File: src/rtl/matrix_mul_ctrl_pkg.sv
// Shared opcode offsets, FSM encoding and opcode helper for the matrix-multiply
// controller.
package matrix_mul_pkg;

   localparam logic [7:0] OFS_START = 8'd0;
   localparam logic [7:0] OFS_NEXT  = 8'd1;
   localparam logic [7:0] OFS_END   = 8'd2;
   localparam logic [7:0] OFS_RESET = 8'd3;

   typedef enum logic [1:0] {
      IDLE     = 2'd0,
      ISSUE    = 2'd1,
      WAIT_END = 2'd2,
      DRAIN    = 2'd3
   } state_e;

   function automatic logic [7:0] opcode(input int base, input logic [7:0] ofs);
      return 8'(base) + ofs;
   endfunction

endpackage

File: src/rtl/matrix_mul_ctrl_if.sv
// Handshake bundle between the controller, its command/operand source,
// the multiply-accumulate unit and the result sink.
interface matrix_mul_ctrl_if;

   logic        cmd_valid;
   logic        cmd_ready;
   logic [7:0]  cmd_k;
   logic [7:0]  cmd_cnt;
   logic        op_valid;
   logic        op_ready;
   logic [31:0] op_a;
   logic [31:0] op_b;
   logic        ci_start;
   logic [7:0]  ci_n;
   logic [31:0] ci_dataa;
   logic [31:0] ci_datab;
   logic [31:0] ci_result;
   logic        ci_done;
   logic        res_valid;
   logic        res_ready;
   logic [31:0] res_data;
   logic        busy;
   logic        err;

   modport slave (
      input  cmd_valid, cmd_k, cmd_cnt, op_valid, op_a, op_b,
             ci_result, ci_done, res_ready,
      output cmd_ready, op_ready, ci_start, ci_n, ci_dataa, ci_datab,
             res_valid, res_data, busy, err
   );

   modport master (
      output cmd_valid, cmd_k, cmd_cnt, op_valid, op_a, op_b,
             ci_result, ci_done, res_ready,
      input  cmd_ready, op_ready, ci_start, ci_n, ci_dataa, ci_datab,
             res_valid, res_data, busy, err
   );

endinterface

File: src/rtl/matrix_mul_ctrl_wdog.sv
// Watchdog counting cycles spent waiting for the accumulator's END result;
// expired fires on the TIMEOUT-th enabled cycle.
module matrix_mul_ctrl_wdog #(
   parameter int TIMEOUT = 255
) (
   input  logic clk,
   input  logic reset_n,
   input  logic clear,
   input  logic enable,
   output logic expired
);

   logic [7:0] count_q, count_d;

   assign expired = enable && (count_q == 8'(TIMEOUT - 1));

   always_comb begin
      count_d = count_q;
      if (clear) begin
         count_d = 8'd0;
      end else if (enable && !expired) begin
         count_d = count_q + 8'd1;
      end
   end

   always_ff @(posedge clk or negedge reset_n) begin
      if (!reset_n) begin
         count_q <= 8'd0;
      end else begin
         count_q <= count_d;
      end
   end

endmodule

File: src/rtl/matrix_mul_ctrl.sv
// Sequences operand pairs into a multiply-accumulate unit as dot products,
// collects results with END and streams them out, bounded by OUTSTANDING.
module matrix_mul_ctrl
   import matrix_mul_pkg::*;
#(
   parameter int N_OFFSET    = 0,
   parameter int OUTSTANDING = 4,
   parameter int TIMEOUT     = 255
) (
   input logic              clk,
   input logic              reset_n,
   matrix_mul_ctrl_if.slave bus
);

   localparam logic [3:0] MAX_PENDING = 4'(OUTSTANDING);
   localparam logic [7:0] OPC_START   = opcode(N_OFFSET, OFS_START);
   localparam logic [7:0] OPC_NEXT    = opcode(N_OFFSET, OFS_NEXT);
   localparam logic [7:0] OPC_END     = opcode(N_OFFSET, OFS_END);
   localparam logic [7:0] OPC_RESET   = opcode(N_OFFSET, OFS_RESET);

   state_e      state_q, state_d;
   logic [7:0]  k_q, k_d, cnt_q, cnt_d, elem_q, elem_d, dot_q, dot_d;
   logic [3:0]  pending_q, pending_d;
   logic        allIssued_q, allIssued_d;
   logic        ciStart_q, ciStart_d;
   logic [7:0]  ciN_q, ciN_d;
   logic [31:0] ciA_q, ciA_d, ciB_q, ciB_d;
   logic        resValid_q, resValid_d;
   logic [31:0] resData_q, resData_d;
   logic        err_q, err_d;

   logic cmdFire, opFire, badCmd, lastElem, lastDot, pendingFull;
   logic collectDue, wdogExpired;

   assign cmdFire     = bus.cmd_valid && bus.cmd_ready;
   assign opFire      = bus.op_valid && bus.op_ready;
   assign badCmd      = (bus.cmd_k == 8'd0) || (bus.cmd_cnt == 8'd0);
   assign lastElem    = elem_q == (k_q - 8'd1);
   assign lastDot     = dot_q == (cnt_q - 8'd1);
   assign pendingFull = pending_q == MAX_PENDING;
   assign collectDue  = (pending_q != 4'd0) && !resValid_q &&
                        (((state_q == ISSUE) && (elem_q == 8'd0) && pendingFull) ||
                         (state_q == DRAIN));

   matrix_mul_ctrl_wdog #(.TIMEOUT(TIMEOUT)) u_wdog (
      .clk     (clk),
      .reset_n (reset_n),
      .clear   (state_q != WAIT_END),
      .enable  (state_q == WAIT_END),
      .expired (wdogExpired)
   );

   always_ff @(posedge clk or negedge reset_n) begin
      if (!reset_n) begin
         state_q     <= IDLE;
         k_q         <= 8'd0;
         cnt_q       <= 8'd0;
         elem_q      <= 8'd0;
         dot_q       <= 8'd0;
         pending_q   <= 4'd0;
         allIssued_q <= 1'b0;
         ciStart_q   <= 1'b0;
         ciN_q       <= 8'd0;
         ciA_q       <= 32'd0;
         ciB_q       <= 32'd0;
         resValid_q  <= 1'b0;
         resData_q   <= 32'd0;
         err_q       <= 1'b0;
      end else begin
         state_q     <= state_d;
         k_q         <= k_d;
         cnt_q       <= cnt_d;
         elem_q      <= elem_d;
         dot_q       <= dot_d;
         pending_q   <= pending_d;
         allIssued_q <= allIssued_d;
         ciStart_q   <= ciStart_d;
         ciN_q       <= ciN_d;
         ciA_q       <= ciA_d;
         ciB_q       <= ciB_d;
         resValid_q  <= resValid_d;
         resData_q   <= resData_d;
         err_q       <= err_d;
      end
   end

   // A returning result takes precedence over a watchdog expiry in the same cycle.
   always_comb begin
      state_d = state_q;
      case (state_q)
         IDLE:     if (cmdFire && !badCmd) state_d = ISSUE;
         ISSUE: begin
            if (collectDue)                           state_d = WAIT_END;
            else if (opFire && lastElem && lastDot)   state_d = DRAIN;
         end
         WAIT_END: begin
            if (bus.ci_done)       state_d = allIssued_q ? DRAIN : ISSUE;
            else if (wdogExpired)  state_d = IDLE;
         end
         DRAIN: begin
            if (collectDue)                               state_d = WAIT_END;
            else if ((pending_q == 4'd0) && !resValid_q)  state_d = IDLE;
         end
         default:  state_d = IDLE;
      endcase
   end

   always_comb begin
      k_d         = k_q;
      cnt_d       = cnt_q;
      elem_d      = elem_q;
      dot_d       = dot_q;
      pending_d   = pending_q;
      allIssued_d = allIssued_q;
      ciStart_d   = 1'b0;
      ciN_d       = 8'd0;
      ciA_d       = 32'd0;
      ciB_d       = 32'd0;
      resValid_d  = resValid_q && !bus.res_ready;
      resData_d   = resData_q;
      err_d       = err_q;
      case (state_q)
         IDLE: begin
            if (cmdFire) begin
               err_d       = badCmd;
               k_d         = bus.cmd_k;
               cnt_d       = bus.cmd_cnt;
               elem_d      = 8'd0;
               dot_d       = 8'd0;
               pending_d   = 4'd0;
               allIssued_d = 1'b0;
            end
         end
         ISSUE, DRAIN: begin
            if (collectDue) begin
               ciStart_d = 1'b1;
               ciN_d     = OPC_END;
            end else if (opFire) begin
               ciStart_d = 1'b1;
               ciN_d     = (elem_q == 8'd0) ? OPC_START : OPC_NEXT;
               ciA_d     = bus.op_a;
               ciB_d     = bus.op_b;
               if (lastElem) begin
                  elem_d    = 8'd0;
                  pending_d = pending_q + 4'd1;
                  if (lastDot) begin
                     allIssued_d = 1'b1;
                     dot_d       = 8'd0;
                  end else begin
                     dot_d = dot_q + 8'd1;
                  end
               end else begin
                  elem_d = elem_q + 8'd1;
               end
            end
         end
         WAIT_END: begin
            if (bus.ci_done) begin
               resData_d  = bus.ci_result;
               resValid_d = 1'b1;
               pending_d  = pending_q - 4'd1;
            end else if (wdogExpired) begin
               ciStart_d   = 1'b1;
               ciN_d       = OPC_RESET;
               err_d       = 1'b1;
               pending_d   = 4'd0;
               elem_d      = 8'd0;
               dot_d       = 8'd0;
               allIssued_d = 1'b0;
            end
         end
         default: ;
      endcase
   end

   // Issue is also held off while the accumulator slots are full, so that a
   // one-element dot product cannot push pending past OUTSTANDING.
   always_comb begin
      bus.cmd_ready = reset_n && (state_q == IDLE);
      bus.op_ready  = (state_q == ISSUE) && !collectDue &&
                      !((elem_q == 8'd0) && pendingFull);
      bus.busy      = state_q != IDLE;
      bus.ci_start  = ciStart_q;
      bus.ci_n      = ciN_q;
      bus.ci_dataa  = ciA_q;
      bus.ci_datab  = ciB_q;
      bus.res_valid = resValid_q;
      bus.res_data  = resData_q;
      bus.err       = err_q;
   end

endmodule

File: src/flat_wrapper.sv
// flat-port wrapper written by rule: the top's interface ports become plain ports
module matrix_mul_ctrl_flat import matrix_mul_pkg::*;
#(
   parameter int N_OFFSET    = 0,
   parameter int OUTSTANDING = 4,
   parameter int TIMEOUT     = 255
)
  (clk, reset_n, bus_cmd_valid, bus_cmd_k, bus_cmd_cnt, bus_op_valid, bus_op_a, bus_op_b, bus_ci_result, bus_ci_done, bus_res_ready, bus_cmd_ready, bus_op_ready, bus_ci_start, bus_ci_n, bus_ci_dataa, bus_ci_datab, bus_res_valid, bus_res_data, bus_busy, bus_err);
  matrix_mul_ctrl_if bus_i ();
  input logic clk;
  input logic reset_n;
  input wire logic [$bits(bus_i.cmd_valid)-1:0] bus_cmd_valid;
  input wire logic [$bits(bus_i.cmd_k)-1:0] bus_cmd_k;
  input wire logic [$bits(bus_i.cmd_cnt)-1:0] bus_cmd_cnt;
  input wire logic [$bits(bus_i.op_valid)-1:0] bus_op_valid;
  input wire logic [$bits(bus_i.op_a)-1:0] bus_op_a;
  input wire logic [$bits(bus_i.op_b)-1:0] bus_op_b;
  input wire logic [$bits(bus_i.ci_result)-1:0] bus_ci_result;
  input wire logic [$bits(bus_i.ci_done)-1:0] bus_ci_done;
  input wire logic [$bits(bus_i.res_ready)-1:0] bus_res_ready;
  output wire logic [$bits(bus_i.cmd_ready)-1:0] bus_cmd_ready;
  output wire logic [$bits(bus_i.op_ready)-1:0] bus_op_ready;
  output wire logic [$bits(bus_i.ci_start)-1:0] bus_ci_start;
  output wire logic [$bits(bus_i.ci_n)-1:0] bus_ci_n;
  output wire logic [$bits(bus_i.ci_dataa)-1:0] bus_ci_dataa;
  output wire logic [$bits(bus_i.ci_datab)-1:0] bus_ci_datab;
  output wire logic [$bits(bus_i.res_valid)-1:0] bus_res_valid;
  output wire logic [$bits(bus_i.res_data)-1:0] bus_res_data;
  output wire logic [$bits(bus_i.busy)-1:0] bus_busy;
  output wire logic [$bits(bus_i.err)-1:0] bus_err;
  assign bus_i.cmd_valid = bus_cmd_valid;
  assign bus_i.cmd_k = bus_cmd_k;
  assign bus_i.cmd_cnt = bus_cmd_cnt;
  assign bus_i.op_valid = bus_op_valid;
  assign bus_i.op_a = bus_op_a;
  assign bus_i.op_b = bus_op_b;
  assign bus_i.ci_result = bus_ci_result;
  assign bus_i.ci_done = bus_ci_done;
  assign bus_i.res_ready = bus_res_ready;
  assign bus_cmd_ready = bus_i.cmd_ready;
  assign bus_op_ready = bus_i.op_ready;
  assign bus_ci_start = bus_i.ci_start;
  assign bus_ci_n = bus_i.ci_n;
  assign bus_ci_dataa = bus_i.ci_dataa;
  assign bus_ci_datab = bus_i.ci_datab;
  assign bus_res_valid = bus_i.res_valid;
  assign bus_res_data = bus_i.res_data;
  assign bus_busy = bus_i.busy;
  assign bus_err = bus_i.err;
  matrix_mul_ctrl #(.N_OFFSET(N_OFFSET), .OUTSTANDING(OUTSTANDING), .TIMEOUT(TIMEOUT)) u_core (.clk(clk), .reset_n(reset_n), .bus(bus_i));
endmodule
File: config.mk
export PLATFORM = sky130hd
export DESIGN_NAME = matrix_mul_ctrl_flat
export DESIGN_NICKNAME = d
export VERILOG_FILES = /design/src/rtl/matrix_mul_ctrl_pkg.sv /design/src/rtl/matrix_mul_ctrl_if.sv /design/src/rtl/matrix_mul_ctrl_wdog.sv /design/src/rtl/matrix_mul_ctrl.sv /design/src/flat_wrapper.sv
export SDC_FILE = /design/constraint.sdc
export NUM_CORES = 1
export LEC_CHECK = 0
export BUFFER_PORTS_ARGS = -buffer_cell sky130_fd_sc_hd__buf_2
export CAP_MARGIN = 0
export CELL_PAD_IN_SITES_DETAIL_PLACEMENT = 1
export CELL_PAD_IN_SITES_GLOBAL_PLACEMENT = 1
export CORE_ASPECT_RATIO = 0.8
export CORE_MARGIN = 5
export CORE_UTILIZATION = 38
export CTS_CLUSTER_DIAMETER = 150
export DETAILED_ROUTE_END_ITERATION = 10
export PLACE_DENSITY_LB_ADDON = 0.1
export SETUP_SLACK_MARGIN = 0.5
export SYNTH_ARGS = -nofsm -noshare
export SYNTH_HDL_FRONTEND = slang
export SYNTH_SLANG_ARGS = --single-unit
File: constraint.sdc
create_clock -name clk -period 3.4 [get_ports clk]
set_input_delay 0.51 -clock clk [delete_from_list [all_inputs] [get_ports clk]]
set_output_delay 0.51 -clock clk [all_outputs]
set_load 0.02 [all_outputs]
; ---- After elaboration in Yosys (flattened, before gate mapping)
; Cells that the tools add are included.
[op_classes]
n_addsub = 7
n_eq_ne = 19
n_mux = 61
reduce_logical = 43
[ops]
columns = operator, count
row1 = 32-bit 2-to-1 mux, 6
row2 = 8-bit 2-to-1 mux, 15
row3 = 8-bit case mux with 3 select lines, 2
row4 = "8-bit by 1-bit adder with 8-bit output, second input constant", 3
row5 = 8-bit logical NOT, 3
row6 = 4-bit 2-to-1 mux, 6
row7 = 2-bit 2-to-1 mux, 9
row8 = 1-bit logical AND, 17
row9 = 1-bit 2-to-1 mux, 17
row10 = 8-bit == test, 2
row11 = 8-bit case mux with 2 select lines, 1
row12 = "8-bit by 1-bit subtractor with 8-bit output, second input constant", 2
row13 = "2-bit by 1-bit != test with 1-bit output, second input constant", 6
row14 = 4-bit case mux with 3 select lines, 1
row15 = 5-bit AND reduction, 2
row16 = "8-bit == test, second input constant", 1
row17 = 2-bit case mux with 4 select lines, 1
row18 = 4-bit AND reduction, 2
row19 = 7-bit AND reduction, 1
row20 = 1-bit logical NOT, 6
row21 = "2-bit != test, second input constant", 3
row22 = "3-bit by 2-bit != test with 1-bit output, second input constant", 2
row23 = 6-bit AND reduction, 1
row24 = 2-bit nonzero test, 3
row25 = other kinds (14), 18
[totals]
ff_bits = 154
input_bits = 118
out_inout_bits = 110
elab_cells = 145

; ---- Logic depth before layout (Yosys ltp)
[logic_depth]
depth_word = 14
mapped_depth = 9
ltp_nobuf = 8

; ---- By module
; Synthesis repeated with hierarchy kept, for this count alone.
[unflattened]
cells_unflattened = 557
hier_area_um2 = 6530.0
[modules_own_cells]
columns = module, n_inst, cells_each, area_per_inst_um2
row1 = matrix_mul_ctrl, 1, 510, 6040.8
row2 = matrix_mul_ctrl_wdog, 1, 47, 489.2

; ---- Least setup slack after synthesis
; No wires, ideal clock.
[synth_timing]
path_type = reg-to-reg
start = register u_core.cnt_q[0]
end = register u_core.dot_q[2]
setup_time_ns = 0.128
arrival_ns = 2.464
required_ns = 3.272
path_slack_ns = 0.809
stages_incl_launch_ff = 9
n_path_buf = 0
synth_period_minus_slack_ns = 2.591
cell_sequence = dfrtp_1 > inv_1 > ha_1 > or3b_1 > or4_1 > a2111oi_2 > o311ai_4 > a311oi_1 > o22ai_1
[synth_between]
elab_chain_cells = 7
[synth_rtl]
columns = element, line
row1 = start: declaration, matrix_mul_ctrl.sv:22  ; logic [7:0] k_q, k_d, cnt_q, cnt_d, elem_q, elem_d, dot_q, dot_d;
row2 = start signal: assignment, matrix_mul_ctrl.sv:72  ; cnt_q <= cnt_d;
row3 = 8-bit by 1-bit subtractor with 8-bit output, matrix_mul_ctrl.sv:39  ; assign lastDot = dot_q == (cnt_q - 8'd1);
row4 = 8-bit == test, matrix_mul_ctrl.sv:39
row5 = 8-bit 2-to-1 mux, matrix_mul_ctrl.sv:146  ; if (lastDot) begin
row6 = 8-bit 2-to-1 mux, matrix_mul_ctrl.sv:143  ; if (lastElem) begin
row7 = 8-bit 2-to-1 mux, matrix_mul_ctrl.sv:138  ; end else if (opFire) begin
row8 = 8-bit 2-to-1 mux, matrix_mul_ctrl.sv:135  ; if (collectDue) begin
row9 = 8-bit case mux with 3 select lines, matrix_mul_ctrl.sv:122  ; case (state_q)
row10 = end signal: assignment, matrix_mul_ctrl.sv:74  ; dot_q <= dot_d;
row11 = end: declaration, matrix_mul_ctrl.sv:22
; Every way passes these cells. The select of a mux whose other input is x is not followed.
; A chain may end at the register's enable or synchronous reset.

; ---- Worst setup path after layout
[layout_timing]
start = register u_core.cnt_q[0]
end = register u_core.dot_q[4]
; Same word-level chain as after synthesis.

==> flow_summary.ini <==
[critical_path]
crit_type = register to register
crit_start = u_core.cnt_q[0]
worstPathCellList = inv_1, ha_1, or3b_1, or4_1, a2111oi_4, o311ai_4, buf_4, a311oi_1, o22ai_1
required_ps = 3700
path_depth = 9
cp-start-kind = register
critPathMaxFanout = 5
r2r_end = u_core.dot_q[4]
path_buf_inv = 2
reg2reg_depth = 9
end_kind = register
slowest_stage = or4_1
arrival_ps = 3150
max_stage_delay_ps = 470
crit_path_end = u_core.dot_q[4]
regToRegSetupSlack_ps = 540
timing.rr.start = u_core.cnt_q[0]
critical-path-top-delay-family = compound AO/OA/AOI/OAI gates

[timing]
finalSetupViolCount = 0
fin_skew_ps = 8.43
max_slew.worst_pin.slew_ps = 830
slew-limit-headroom = 0.447
finalMaxSlewViolations = 0
tns_ps = 0
period_needed_ps = 2860
rsz0062_at_grt = yes
finalHoldViolCount = 0
max_freq_mhz = 350
period_share = 0.840

[clocking]
clockBufferDepth = 2
clock_latency_ps = 420
cts_root_buf = clkbuf_16
cts_tree = yes
clkSinkCount = 148
clk_pin_slew_ps = 60
h-tree-depth = 4
cts_made_buffers = 17

[floorplan]
start_util = 0.389
coreArea_sq_um = 16700
die_area_sq_um = 19800
io_pins = 228
die_h_microns = 127
rows = 42
die_w_microns = 156

[cells_and_area]
most-common-layout-cells = buf_2, dfrtp_1, nand2_1, and2_1, inv_1
area_growth_pct = 30.4
final_cells = 1070
final_common_cell = buf_2
drive_gt1_frac = 0.346
nNetsFinal = 964

[route]
drtAntennaViolNets = 0
vias = 5287
drt_iter0_markers = 204
drt-wirelength-per-cell_microns = 17.4
drc = 0
drt-total-wl_microns = 18600
drtPass1Iterations = 4
via_per_inst = 4.94

[synth]
synth_top_cell_area_share = 0.571
synth_top_cell_by_area = dfrtp_1
yosysUniqueCellTypes = 66
synth_edf_count = 0
synth_cells = 618
syn_area_per_cell_sq_um = 10.5
synth-main-ff-cell = dfrtp_1
mappedNetlistArea_sq_um = 6490
ys_seq_area_frac = 0.571
synth_area_leaders = dfrtp_1, nand2_1, and2_1
synth_warnings = 0
synth-async-reset-ratio = 1.00
ys_ff_latch = 148

[placed_design]
placedCellCount = 1033
place.gp.congestion = 0.810
port_buffers = 221
hpwlAfterDp_microns = 13800

[power]
p_leak_nw = 4.39
ir_worst_vdd_v = 0.000356
power_density_nw_per_um2 = 880
power_mw = 7.44

[job]
maxCapViolCount = 0

[outcome]
status = completed

[global_route]
track_usage = 0.189
grt_pass1_wl_microns = 29800
overflow = 0
antenna_found_initial = 1
grt_max_degree = 66
grt_pass1_vias = 5849

[min_path]
hp-class = input pin to register
-- timing repair --
action / CTS / global route
hold buffers: 1 / 0
endpoints found under the setup margin: 7 / 14
pin swaps: 0 / 2
endpoints found under the hold margin: 37 / 0
buffers inserted: 0 / 3
resized for setup: 2 / 4
-- flip-flops by register name, summed over array words and instances (netlist names), 2 cells and up --
name                   count
u_core.bus.ci_dataa       32
u_core.bus.ci_datab       32
u_core.bus.res_data       32
u_core.cnt_q               8
u_core.dot_q               8
u_core.elem_q              8
u_core.k_q                 8
u_core.u_wdog.count_q      8
u_core.pending_q           4
u_core.bus.ci_n            2
u_core.state_q             2
-- synth_stat cells (2+ instances only) --
cell,count
clkbuf_1,31
o22ai_1,6
nor3b_1,4
or2_2,2
dfrtp_1,148
buf_4,7
or4_1,3
o21bai_1,2
a32o_1,3
a311oi_1,7
o21ai_1,2
a21o_1,6
nor4bb_1,2
o22a_1,2
nor3_1,12
a21oi_1,10
or4_4,2
nand4_1,6
or4b_1,2
o31ai_1,7
nand3b_1,3
nor4_1,8
or3_1,6
nor2b_1,2
nand2b_1,6
o211ai_1,2
mux2_2,12
xnor2_1,13
and2_1,64
and3_1,4
inv_1,23
xor2_1,8
ha_1,10
o21ai_0,13
nand3_1,14
nor2_1,19
nand2_1,118
-- metrics by stage --
step	utilization	hold WS, ps	cell area (sq um)	setup WS, ps
floorplan	-	214	6500	809
global placement	0.468	437	7800	577
finish	0.508	277	8460	543
global route	0.508	263	8460	427
detailed placement	0.468	436	7800	430
CTS	0.505	256	8410	504
-- logic make-up (layout without fill, tap and decap cells) --
kind of cell,Yosys count,in the layout,synth area share
AND/OR/NAND/NOR,284,284,0.225
flip-flops,148,148,0.571
AO/OA/AOI/OAI,78,78,0.0905
buffers and inverters,62,288,0.0399
XOR/XNOR,22,22,0.0318
multiplexers,13,13,0.0224
adder cells (fa/ha/maj),10,10,0.0193
other,1,7,0.000578
-- worst min path at each step --
stage                                 start                      end  slack [ps]  depth (start not counted)
after CTS                 bus_ci_result[17]  u_core.bus.res_data[17]         260                          3
after floorplan                     reset_n       u_core.allIssued_q         210                          0
after detailed placement            reset_n  u_core.bus.ci_dataa[14]         440                          1
after global routing      bus_ci_result[26]  u_core.bus.res_data[26]         260                          3
final                     bus_ci_result[17]  u_core.bus.res_data[17]         280                          3
after global placement              reset_n  u_core.bus.ci_dataa[12]         440                          1
-- worst min-delay path: cells and delay by family --
family	cells	cell delay (ps)
AND/OR/NAND/NOR	2	80
buffers and inverters	1	70
-- report_power, final --
group          switching, mW  leakage [nW]  internal (mW)
clock                  0.788         0.287           1.10
combinational           1.69          2.16           1.11
sequential             0.475          1.94           2.28
-- layout make-up --
cell class,count,area (sq um)
fillers,1904,8200
flip-flops and latches,148,3700
multi-input cells,413,2600
repair buffers,233,1200
clock buffers,17,425
well taps,220,275
clock inverters,15,166
inverters,23,86.3
diodes,1,2.50
-- layer usage --
metal	vias up	track usage	part of all wire
met2	154	0.326	0.51
li1	2508	-	-
met4	0	0.0638	0.019
met3	22	0.0695	0.079
met1	2603	0.218	0.39
met5	-	0	0
Note: power is estimated with default switching activity, not from simulation.
